### src/rtl/pulse_measure.sv
// pulse_measure: measures start-to-rise delay and high width of pulse_in, checks them against expected values
module pulse_measure #(
   parameter int COUNT_W        = 16,
   parameter int EXPECTED_DELAY = 5,
   parameter int EXPECTED_WIDTH = 10,
   parameter int TIMEOUT_CYCLES = 1000
) (
   input  logic               clk,
   input  logic               reset,
   input  logic               start,
   input  logic               pulse_in,
   output logic               busy,
   output logic               meas_valid,
   input  logic               meas_ready,
   output logic [COUNT_W-1:0] delay_count,
   output logic [COUNT_W-1:0] width_count,
   output logic               delay_ok,
   output logic               width_ok,
   output logic               timeout
);
   typedef enum logic [1:0] {IDLE, WAIT_RISE, MEAS_HIGH, REPORT} state_t;
   localparam logic [COUNT_W-1:0] ONE   = COUNT_W'(1);
   localparam logic [COUNT_W-1:0] TO    = COUNT_W'(TIMEOUT_CYCLES);
   localparam logic [COUNT_W-1:0] TO_M1 = COUNT_W'(TIMEOUT_CYCLES - 1);
   localparam logic [COUNT_W-1:0] EXP_D = COUNT_W'(EXPECTED_DELAY);
   localparam logic [COUNT_W-1:0] EXP_W = COUNT_W'(EXPECTED_WIDTH);
   state_t             state_q, state_d;
   logic [COUNT_W-1:0] delay_q, delay_d, width_q, width_d;
   logic               pulse_in_q, rise;
   logic               timeout_q, timeout_d, delay_ok_q, delay_ok_d, width_ok_q, width_ok_d;
   assign rise = pulse_in & ~pulse_in_q;
   always_comb begin
      state_d    = state_q;
      delay_d    = delay_q;
      width_d    = width_q;
      timeout_d  = timeout_q;
      delay_ok_d = delay_ok_q;
      width_ok_d = width_ok_q;
      case (state_q)
         IDLE: if (start) begin
            state_d    = WAIT_RISE;
            delay_d    = '0;
            width_d    = '0;
            timeout_d  = 1'b0;
            delay_ok_d = 1'b0;
            width_ok_d = 1'b0;
         end
         // The rise cycle itself is counted, so delay = rise cycle - start cycle.
         WAIT_RISE: begin
            delay_d = delay_q + ONE;
            if (rise) begin
               width_d   = ONE;
               timeout_d = (TO == ONE);
               state_d   = (TO == ONE) ? REPORT : MEAS_HIGH;
            end else if (delay_q >= TO_M1) begin
               timeout_d = 1'b1;
               state_d   = REPORT;
            end
         end
         MEAS_HIGH: if (!pulse_in) begin
            state_d = REPORT;
         end else begin
            width_d = width_q + ONE;
            if (width_q >= TO_M1) begin
               timeout_d = 1'b1;
               state_d   = REPORT;
            end
         end
         REPORT: if (meas_ready) state_d = IDLE;
         default: state_d = IDLE;
      endcase
      if (state_q != REPORT && state_d == REPORT) begin
         delay_ok_d = (delay_d == EXP_D) && !timeout_d;
         width_ok_d = (width_d == EXP_W) && !timeout_d;
      end
   end
   always_ff @(posedge clk) begin
      if (reset) begin
         state_q    <= IDLE;
         delay_q    <= '0;
         width_q    <= '0;
         timeout_q  <= 1'b0;
         delay_ok_q <= 1'b0;
         width_ok_q <= 1'b0;
         pulse_in_q <= 1'b0;
      end else begin
         state_q    <= state_d;
         delay_q    <= delay_d;
         width_q    <= width_d;
         timeout_q  <= timeout_d;
         delay_ok_q <= delay_ok_d;
         width_ok_q <= width_ok_d;
         pulse_in_q <= pulse_in;
      end
   end
   assign busy        = (state_q != IDLE);
   assign meas_valid  = (state_q == REPORT);
   assign delay_count = delay_q;
   assign width_count = width_q;
   assign delay_ok    = delay_ok_q;
   assign width_ok    = width_ok_q;
   assign timeout     = timeout_q;
endmodule

### config.mk
export PLATFORM = sky130hd
export DESIGN_NAME = pulse_measure
export DESIGN_NICKNAME = d
export VERILOG_FILES = /design/src/rtl/pulse_measure.sv
export SDC_FILE = /design/constraint.sdc
export NUM_CORES = 1
export LEC_CHECK = 0
export ABC_CLOCK_PERIOD_IN_PS = 1900
export CORE_ASPECT_RATIO = 0.9
export CORE_UTILIZATION = 47
export DETAILED_ROUTE_END_ITERATION = 7
export PLACE_DENSITY_LB_ADDON = 0.05
export SYNTH_ARGS = -nofsm -noshare
export SYNTH_HDL_FRONTEND = slang
export SYNTH_SLANG_ARGS = --single-unit
### constraint.sdc
create_clock -name clk -period 1.9 [get_ports clk]
set_input_delay 0.38 -clock clk [delete_from_list [all_inputs] [get_ports clk]]
set_output_delay 0.38 -clock clk [all_outputs]
set_load 0.1 [all_outputs]
Word-level counts from Yosys, hierarchy flattened
Cells that the tools add are included.

Bits in registers: 38. Input bits: 5.

Magnitude comparators: 2. Add/sub/neg operators: 2. Multiplexer cells: 23. Equality and inequality tests: 7. Bitwise gates (word level): 2. Reduce and logical (&&, ||, !) cells: 9.

Operator list (number): 16-bit two-way mux (4); 16-bit case mux with 3 select lines (1); 16-bit by 1-bit adder with 16-bit output, second input constant (2); 16-bit by 10-bit greater-or-equal comparator with 1-bit output, second input constant (2); 16-bit case mux with 2 select lines (1); 16-bit by 3-bit equality test with 1-bit output, second input constant (1); 16-bit by 4-bit equality test with 1-bit output, second input constant (1); 2-bit two-way mux (6); 1-bit two-way mux (9); 2-bit case mux with 4 select lines (1); 2-bit equality test, second input constant (3); 2-bit nonzero test (3); 1-bit logical AND (3); 1-bit case mux with 3 select lines (1); 2-bit by 1-bit equality test with 1-bit output, second input constant (1); 2-bit logical NOT (1); 2-bit inequality test, second input constant (1); 2-bit AND reduction (1); 1-bit bitwise AND (1); 1-bit logical NOT (1); 1-bit NOT (1).

Logic depth before layout (Yosys ltp)
Gate-level depths: netlist (run 1).

Word-level depth: 8. Depth in mapped cells: 9.

Worst setup path after synthesis (run 1)
OpenSTA, ideal clock, no wires.

Path type: register -> register. Start point: reg delay_q[2], in the netlist delay_count[2]. End point: reg delay_ok_q, in the netlist delay_ok. Data arrival time: 2.545 ns. Stages on the path, launching flop included: 8. Slack: -0.729 ns. Clock period less this slack: 2.629 ns. Required time: 1.816 ns. Cell sequence: dfxtp_1 buf_4 and3_1 nand3_1 or3_4 a221oi_2 o2111ai_1 o31ai_2.

Longest elaborated chain between the ends: 8. Elaborated cells on any way between the ends: 19.

Ends and longest elaborated chain: from (decl) (RTL line 28) `logic [COUNT_W-1:0] delay_q, delay_d, width_q, width_d;`; from (signal assigned) (RTL line 88) `delay_q <= delay_d;`; 16-bit by 10-bit greater-or-equal comparator with 1-bit output (RTL line 55) `end else if (delay_q >= TO_M1) begin`; 2-bit two-way mux (RTL line 55); 2-bit two-way mux (RTL line 51) `if (rise) begin`; 2-bit case mux with 4 select lines (RTL line 39) `case (state_q)`; 2-bit equality test (RTL line 72) `if (state_q != REPORT && state_d == REPORT) begin`; 1-bit logical AND (RTL line 72); 2-bit nonzero test (no line); 2-bit AND reduction (no line); to (signal assigned) (RTL line 91) `delay_ok_q <= delay_ok_d;`; to (decl) (RTL line 30) `logic timeout_q, timeout_d, delay_ok_q, delay_ok_d, width_ok_q, width_ok_d;`.

Parallel ways exist; a longest one is shown, timed or not. A chain may end at the register's enable or synchronous reset.

Worst setup path after layout (run 1)
Start point: reg width_q[0], in the netlist width_count[0]. End point: reg width_ok_q, in the netlist width_ok.

Longest elaborated chain between the ends: 8. Elaborated cells on any way between the ends: 21.

Ends and longest elaborated chain: from (decl) (RTL line 28); from (signal assigned) (RTL line 89) `width_q <= width_d;`; 16-bit by 10-bit greater-or-equal comparator with 1-bit output (RTL line 64) `if (width_q >= TO_M1) begin`; 2-bit two-way mux (RTL line 64); 2-bit two-way mux (RTL line 60) `MEAS_HIGH: if (!pulse_in) begin`; 2-bit case mux with 4 select lines (RTL line 39); 2-bit equality test (RTL line 72); 1-bit logical AND (RTL line 72); 2-bit nonzero test (no line); 2-bit AND reduction (no line); to (signal assigned) (RTL line 92) `width_ok_q <= width_ok_d;`; to (decl) (RTL line 30).

Parallel ways exist; a longest one is shown, timed or not.

==> impl_metrics.yaml, run 1 <==
status:
  outcome: "finished, violations left"
  violations: "negative setup slack"
power_and_ir_drop:
  power_switching_mw: 0.6296
  p_seq_share_pct: 37.5
  powerDensity_mw_per_mm2: 513.6
  internal_power_mw: 1.491
  vdd_drop_max_uv: 469.0
  p_clk_share_pct: 39.4
  combPwrFrac_pct: 23.1
  swShare_pct: 29.69
  p_leak_nw: 1.657
  power_mw: 2.121
sta:
  min_period_ns: 2.107
  max_freq_ghz: 0.4747
  rsz0062_at_grt: "true"
  final_max_slew_viol_count: 0
  timing.final.ws_setup_ns: -0.2066
  fin_crit_sh_pct: 110.9
  setup_violations: 4
  tightest_slew_ns: 0.4927
  fin_skew_ns: 0.003574
  max-slew-margin-rel_pct: 67.15
  hold_viol_final: 0
  whs_ns: 0.5254
synth:
  synth.avg_cell_area_um2: 7.540
  yosysWarnings: 0
  synth_xor_area_share_pct: 3.808
  synth_ff_type: "dfxtp_1"
  synthMuxAreaShare_pct: 0.9249
  synth_top_family_by_area: "simple AND/OR/NAND/NOR gates"
  synth_edf_count: 0
  syn_inst: 305
  synthArstFlopShare_pct: 0
  synth.distinct_cells: 57
  synth_fa_ha_area_share_pct: 1.088
  syn_nets: 312
  synthTopCellsByArea: "dfxtp_1 33%, nor2_1 6.5%, nand2_1 5.4%"
  yosysSeqAreaShare_pct: 33.08
  synth_compound_area_share_pct: 21.82
  synth_seq_cells: 38
  synthSimpleGateAreaFrac_pct: 35.04
  synth_area_mm2: 0.002300
  yosysTopAreaCell: "dfxtp_1"
  netlist.area_leader.share_pct: 33.08
clock_tree:
  clockRootBuffer: "clkbuf_8"
  cts_inserted_buffers: 5
  ctsLongestPathBuffers: 2
  cts_htree_levels: 2
  clk_latency_ns: 0.30
  cts_tree: "done"
  path_clk_slew_ns: 0.08
  cts.sinks: 38
floorplan:
  start_util_pct: 50.26
  rows: 23
  io_pins: 42
  fp.dieH_um: 68.36
  core-area_mm2: 0.004576
  die-area_mm2: 0.005177
  die_w_um: 75.74
critical_path:
  cp.required_ns: 2.13
  slowest_delay_ns: 0.36
  rr_worst_depth: 9
  arrival_ns: 2.34
  path_buf_inv: 1
  crit_fanout: 4
  critPathSlowestCell: "dfxtp_4"
  critPathKind: "reg2reg"
  cp-start-kind: "flip-flop"
  cp_cell_sequence: "ha_4 -> buf_6 -> nand4_1 -> o21ai_1 -> nand2_2 -> a21o_1 -> nor4_2 -> nand4_1 -> o21ai_1"
  cp_top_family: "simple AND/OR/NAND/NOR gates"
  crit_path_end_kind: "flip-flop"
  crit_cells: 9
finish:
  antenna_cells: 0
  num-nets-final: 422
  syn_to_final_growth_pct: 79.54
  drive_gt1_share_pct: 49.52
global_routing:
  grt_max_degree: 19
  antenna_found_initial: 0
  grt-ovfl-total: 0
  grt_usage_pct: 36.08
  grt_pass1_vias: 2870
  grt_pass1_wl_um: 13550
route:
  totalWireLength_um: 9931
  drc_errors: 0
  dr.pass1.iters: 6
  via_per_inst: 6.600
  routedWlPerCell_um: 20.78
  antenna_left: 0
  drtIter0Drc: 437
  vias: 3155
place:
  numPortBuffers: 41
  pre_cts_slack_ns: -0.5687
  place.gp.congestion: 0.9177
  dp_hpwl_um: 5623
min_path:
  min_path_type: "reg2reg"
  min_path_cells: 2
run:
  cap_violations: 0
through the flow:
stage	TNS (ns)	instance area (um^2)	instances	util, %
finish	-0.3747	4129	478	90.24
detailed placement	-5.945	3702	459	80.91
floorplan	-0.1412	2452	305	-
global route	-0.7777	4129	478	90.24
global placement	-5.281	3702	459	80.91
CTS	-0.06811	4005	477	87.53
worst register-to-register path: stages (launching register included):
cell and delay [ns]:
dfxtp_4 0.36, ha_4 0.14, buf_6 0.11, nand4_1 0.25
o21ai_1 0.27, nand2_2 0.09, a21o_1 0.23, nor4_2 0.30
nand4_1 0.14, o21ai_1 0.14
routing by layer:
layer / vias to the layer above / share of wire, % / GRT usage [%]
met5: - / 0 / 0
met1: 1444 / 38 / 44.40
li1: 1340 / - / -
met3: 82 / 11 / 8.837
met2: 289 / 45 / 55.58
met4: 0 / 5.9 / 24.31
power by group through the flow:
stage          clock network (mW)  logic [mW]  registers (mW)
5_1_grt                     0.860       0.511           0.798
2_1_floorplan                   0       0.188           0.841
4_1_cts                     0.827       0.428           0.792
6_report                    0.836       0.489           0.795
3_3_place_gp                    0       0.399           0.809
3_5_place_dp                    0       0.407           0.810
kinds of logic after synthesis:
logic type / Yosys count
buf+inv: 23
simple gates: 156
mux: 2
compound gates: 74
xor+xnor: 10
fa+ha+maj: 2
flops: 38
synthesized netlist by cell type (5+ instances only):
cell and n:
nand4_1 11, xnor2_1 6, nor3_1 10, o22ai_1 6, nand2b_1 6, o21ai_0 18, nor4_1 7, buf_2 5
nor2b_1 6, clkbuf_1 10, a21oi_1 14, and3_1 6, and2_1 6, inv_1 5, nor2_1 40, dfxtp_1 38
nand2_1 33, nand3_1 14
sequential cells by signal, indices dropped and copies added (netlist names):
name / count
width_count: 16
timeout: 1
state_q: 2
delay_ok: 1
width_ok: 1
delay_count: 16
pulse_in_q: 1
what timing repair did:
action | CTS | global route
setup buffers | 10 | 3
pin swaps | 17 | 17
resized for setup | 26 | 33
hold endpoints to repair | 0 | 0
endpoints found under the setup margin | 9 | 10
hold buffers | 0 | 0
placed cells by master, fill, tap and decap left out, types with 6 or more instances in the layout:
cell type,instances
a21oi_1,11
and2_1,6
buf_12,34
buf_4,79
clkbuf_8,6
dfxtp_1,7
dfxtp_2,8
dfxtp_4,23
nand2_1,29
nand3_1,11
nand4_1,11
nor2_1,37
nor2b_1,6
nor3_1,6
o21ai_0,9
o21ai_1,8
xnor2_1,6
layout make-up:
cell class	count	area, um^2
multi-input cells	244	1682
repair buffers	121	1356
flip-flops and latches	38	857.1
fillers	191	446.7
clock buffers	7	107.6
well taps	62	77.57
clock inverters	1	30.03
inverters	5	18.77
worst paths after layout:
check,start,end,slack (ns)
setup / recovery,width_count[0],width_ok,-0.21
hold / removal,width_ok,width_ok,0.53
setup reg to reg,width_count[0],width_ok,-0.21
hold reg to reg,width_ok,width_ok,0.53
Note: power is estimated with default switching activity, not from simulation.
==> run 2, diff against run 1 <==
Settings changed: CAP_MARGIN set to 20.
==> results of run 2 <==
No change in the layout: final DEF, timing and power equal those of run 1.
==> run 3, diff against run 2 <==
Settings changed: SKIP_LAST_GASP set to 1.
==> run 3 against run 2 <==
Net effect: the run still ends with negative setup slack left; sequential cell count is the same; worst setup slack lost 0.040 ns; register-to-register slack worse by 0.04 ns; clock skew increased by 0.0056 ns; non-clock buffer count stayed put; first-iteration DRC count is 13% lower.
==> impl_metrics.yaml, run 3 (synthesized netlist as in run 1, its figures left out) <==
global_routing:
  grt_pass1_wl_um: 13550
  grt_pass1_vias: 2869
  grt_usage_pct: 36.08
  antenna_found_initial: 0
  grt-ovfl-total: 0
  grt_max_degree: 19
floorplan:
  start_util_pct: 50.26
  die_w_um: 75.74
  rows: 23
  fp.dieH_um: 68.36
  io_pins: 42
  die-area_mm2: 0.005177
  core-area_mm2: 0.004576
route:
  totalWireLength_um: 9948
  antenna_left: 0
  dr.pass1.iters: 5
  drc_errors: 0
  vias: 3150
  via_per_inst: 6.590
  routedWlPerCell_um: 20.81
  drtIter0Drc: 380
finish:
  multiInputGateArea_mm2: 0.001677
  layout_commonest_cell: "buf_4"
  nFillCells: 191
  mostFrequentLayoutCells: "80 x buf_4, 39 x nor2_1, 34 x buf_12"
  drive_gt1_share_pct: 49.04
  antenna_cells: 0
  num-nets-final: 422
  regArea_um2: 857.1
  post-route-util_pct: 90.05
  syn_to_final_growth_pct: 79.16
clock_tree:
  clk_latency_ns: 0.31
  ctsLongestPathBuffers: 2
  cts_tree: "done"
  clockRootBuffer: "clkbuf_8"
  path_clk_slew_ns: 0.08
  cts.sinks: 38
  cts_htree_levels: 2
  hold_buffers: 0
  cts_inserted_buffers: 5
critical_path:
  critPathSlowestCell: "dfxtp_4"
  rr_worst_depth: 9
  path_buf_inv: 1
  slowest_delay_ns: 0.37
  arrival_ns: 2.38
  cp.required_ns: 2.14
  cp-start-kind: "flip-flop"
  cp_cell_sequence: "ha_4 -> buf_4 -> nand4_1 -> o21ai_1 -> nand2_2 -> a21o_1 -> nor4_2 -> nand4_1 -> o21ai_1"
  crit_cells: 9
  crit_path_end_kind: "flip-flop"
  critPathKind: "reg2reg"
  cp_top_family: "simple AND/OR/NAND/NOR gates"
  crit_fanout: 4
sta:
  max_freq_ghz: 0.4660
  fin_crit_sh_pct: 113.0
  rsz0062_at_grt: "true"
  fin_skew_ns: 0.009161
  hold_viol_final: 0
  min_period_ns: 2.146
  setup_violations: 3
  final_max_slew_viol_count: 0
  timing.final.ws_setup_ns: -0.2461
  max-slew-margin-rel_pct: 67.98
  tightest_slew_ns: 0.4803
run:
  cap_violations: 0
power_and_ir_drop:
  vdd_drop_max_uv: 463.7
  powerDensity_mw_per_mm2: 515.8
  p_leak_nw: 1.656
status:
  violations: "negative setup slack"
  outcome: "finished, violations left"
place:
  place.gp.congestion: 0.9177
  dp_hpwl_um: 5623
  numPortBuffers: 41
  pre_cts_slack_ns: -0.5687
min_path:
  min_path_type: "reg2reg"
  min_path_cells: 2
## run 3: cell count changes in the layout (fill, tap and decap cells not counted)
| cell | before | now |
|---|---|---|
| buf_4 | 79 | 80 |
| buf_6 | 4 | 3 |
| nor2_1 | 37 | 39 |
| nor2_2 | 2 | 0 |
## run 3: metal layers
layer | up-vias | track usage, % | share of wire, %
li1 | 1337 | - | -
met1 | 1462 | 44.40 | 38
met2 | 278 | 55.58 | 45
met3 | 73 | 8.837 | 11
met4 | 0 | 24.31 | 5.5
met5 | - | 0 | 0
## run 3: stage by stage
| stage | hold WS (ns) | power [mW] | std cells | instance area (um^2) | setup TNS [ns] |
|---|---|---|---|---|---|
| floorplan | 0.5275 | 1.030 | 305 | 2452 | -0.1412 |
| global placement | 0.4736 | 1.208 | 459 | 3702 | -5.281 |
| detailed placement | 0.4695 | 1.217 | 459 | 3702 | -5.945 |
| CTS | 0.4801 | 2.047 | 477 | 4005 | -0.06811 |
| global route | 0.5147 | 2.167 | 478 | 4120 | -0.9068 |
| finish | 0.5092 | 2.125 | 478 | 4120 | -0.4507 |
## run 3: report_power, final
group / internal (mW) / switching, mW
registers: 0.779 / 0.0176
logic: 0.205 / 0.282
clock network: 0.508 / 0.334
total: 1.49 / 0.634
## run 3: final cells by class
| cell class | instances | area share, % |
|---|---|---|
| inverter | 5 | 0.4555 |
| timing repair buffer | 121 | 32.83 |
| clock inverter | 1 | 0.7288 |
| clock buffer | 7 | 2.612 |
| multi-input combinational | 244 | 40.69 |
| sequential | 38 | 20.80 |
| tap | 62 | 1.883 |
## run 3: repair_timing
item / CTS / global route
pin swaps: 17 / 15
gates cloned: 0 / 0
resized for setup: 26 / 30
buffers inserted: 10 / 3
setup endpoints to repair: 9 / 10
## run 3: worst paths after layout
check                               startpoint        to  slack, ns
worst min-delay path                  delay_ok  delay_ok       0.51
worst max register to register  width_count[0]  width_ok      -0.25
worst min register to register        delay_ok  delay_ok       0.51
worst max-delay path            width_count[0]  width_ok      -0.25
## run 3: worst min-delay path: stages (launching register included)
cell	delay [ns]
dfxtp_1	0.33
nand2_1	0.08
o31ai_2	0.06
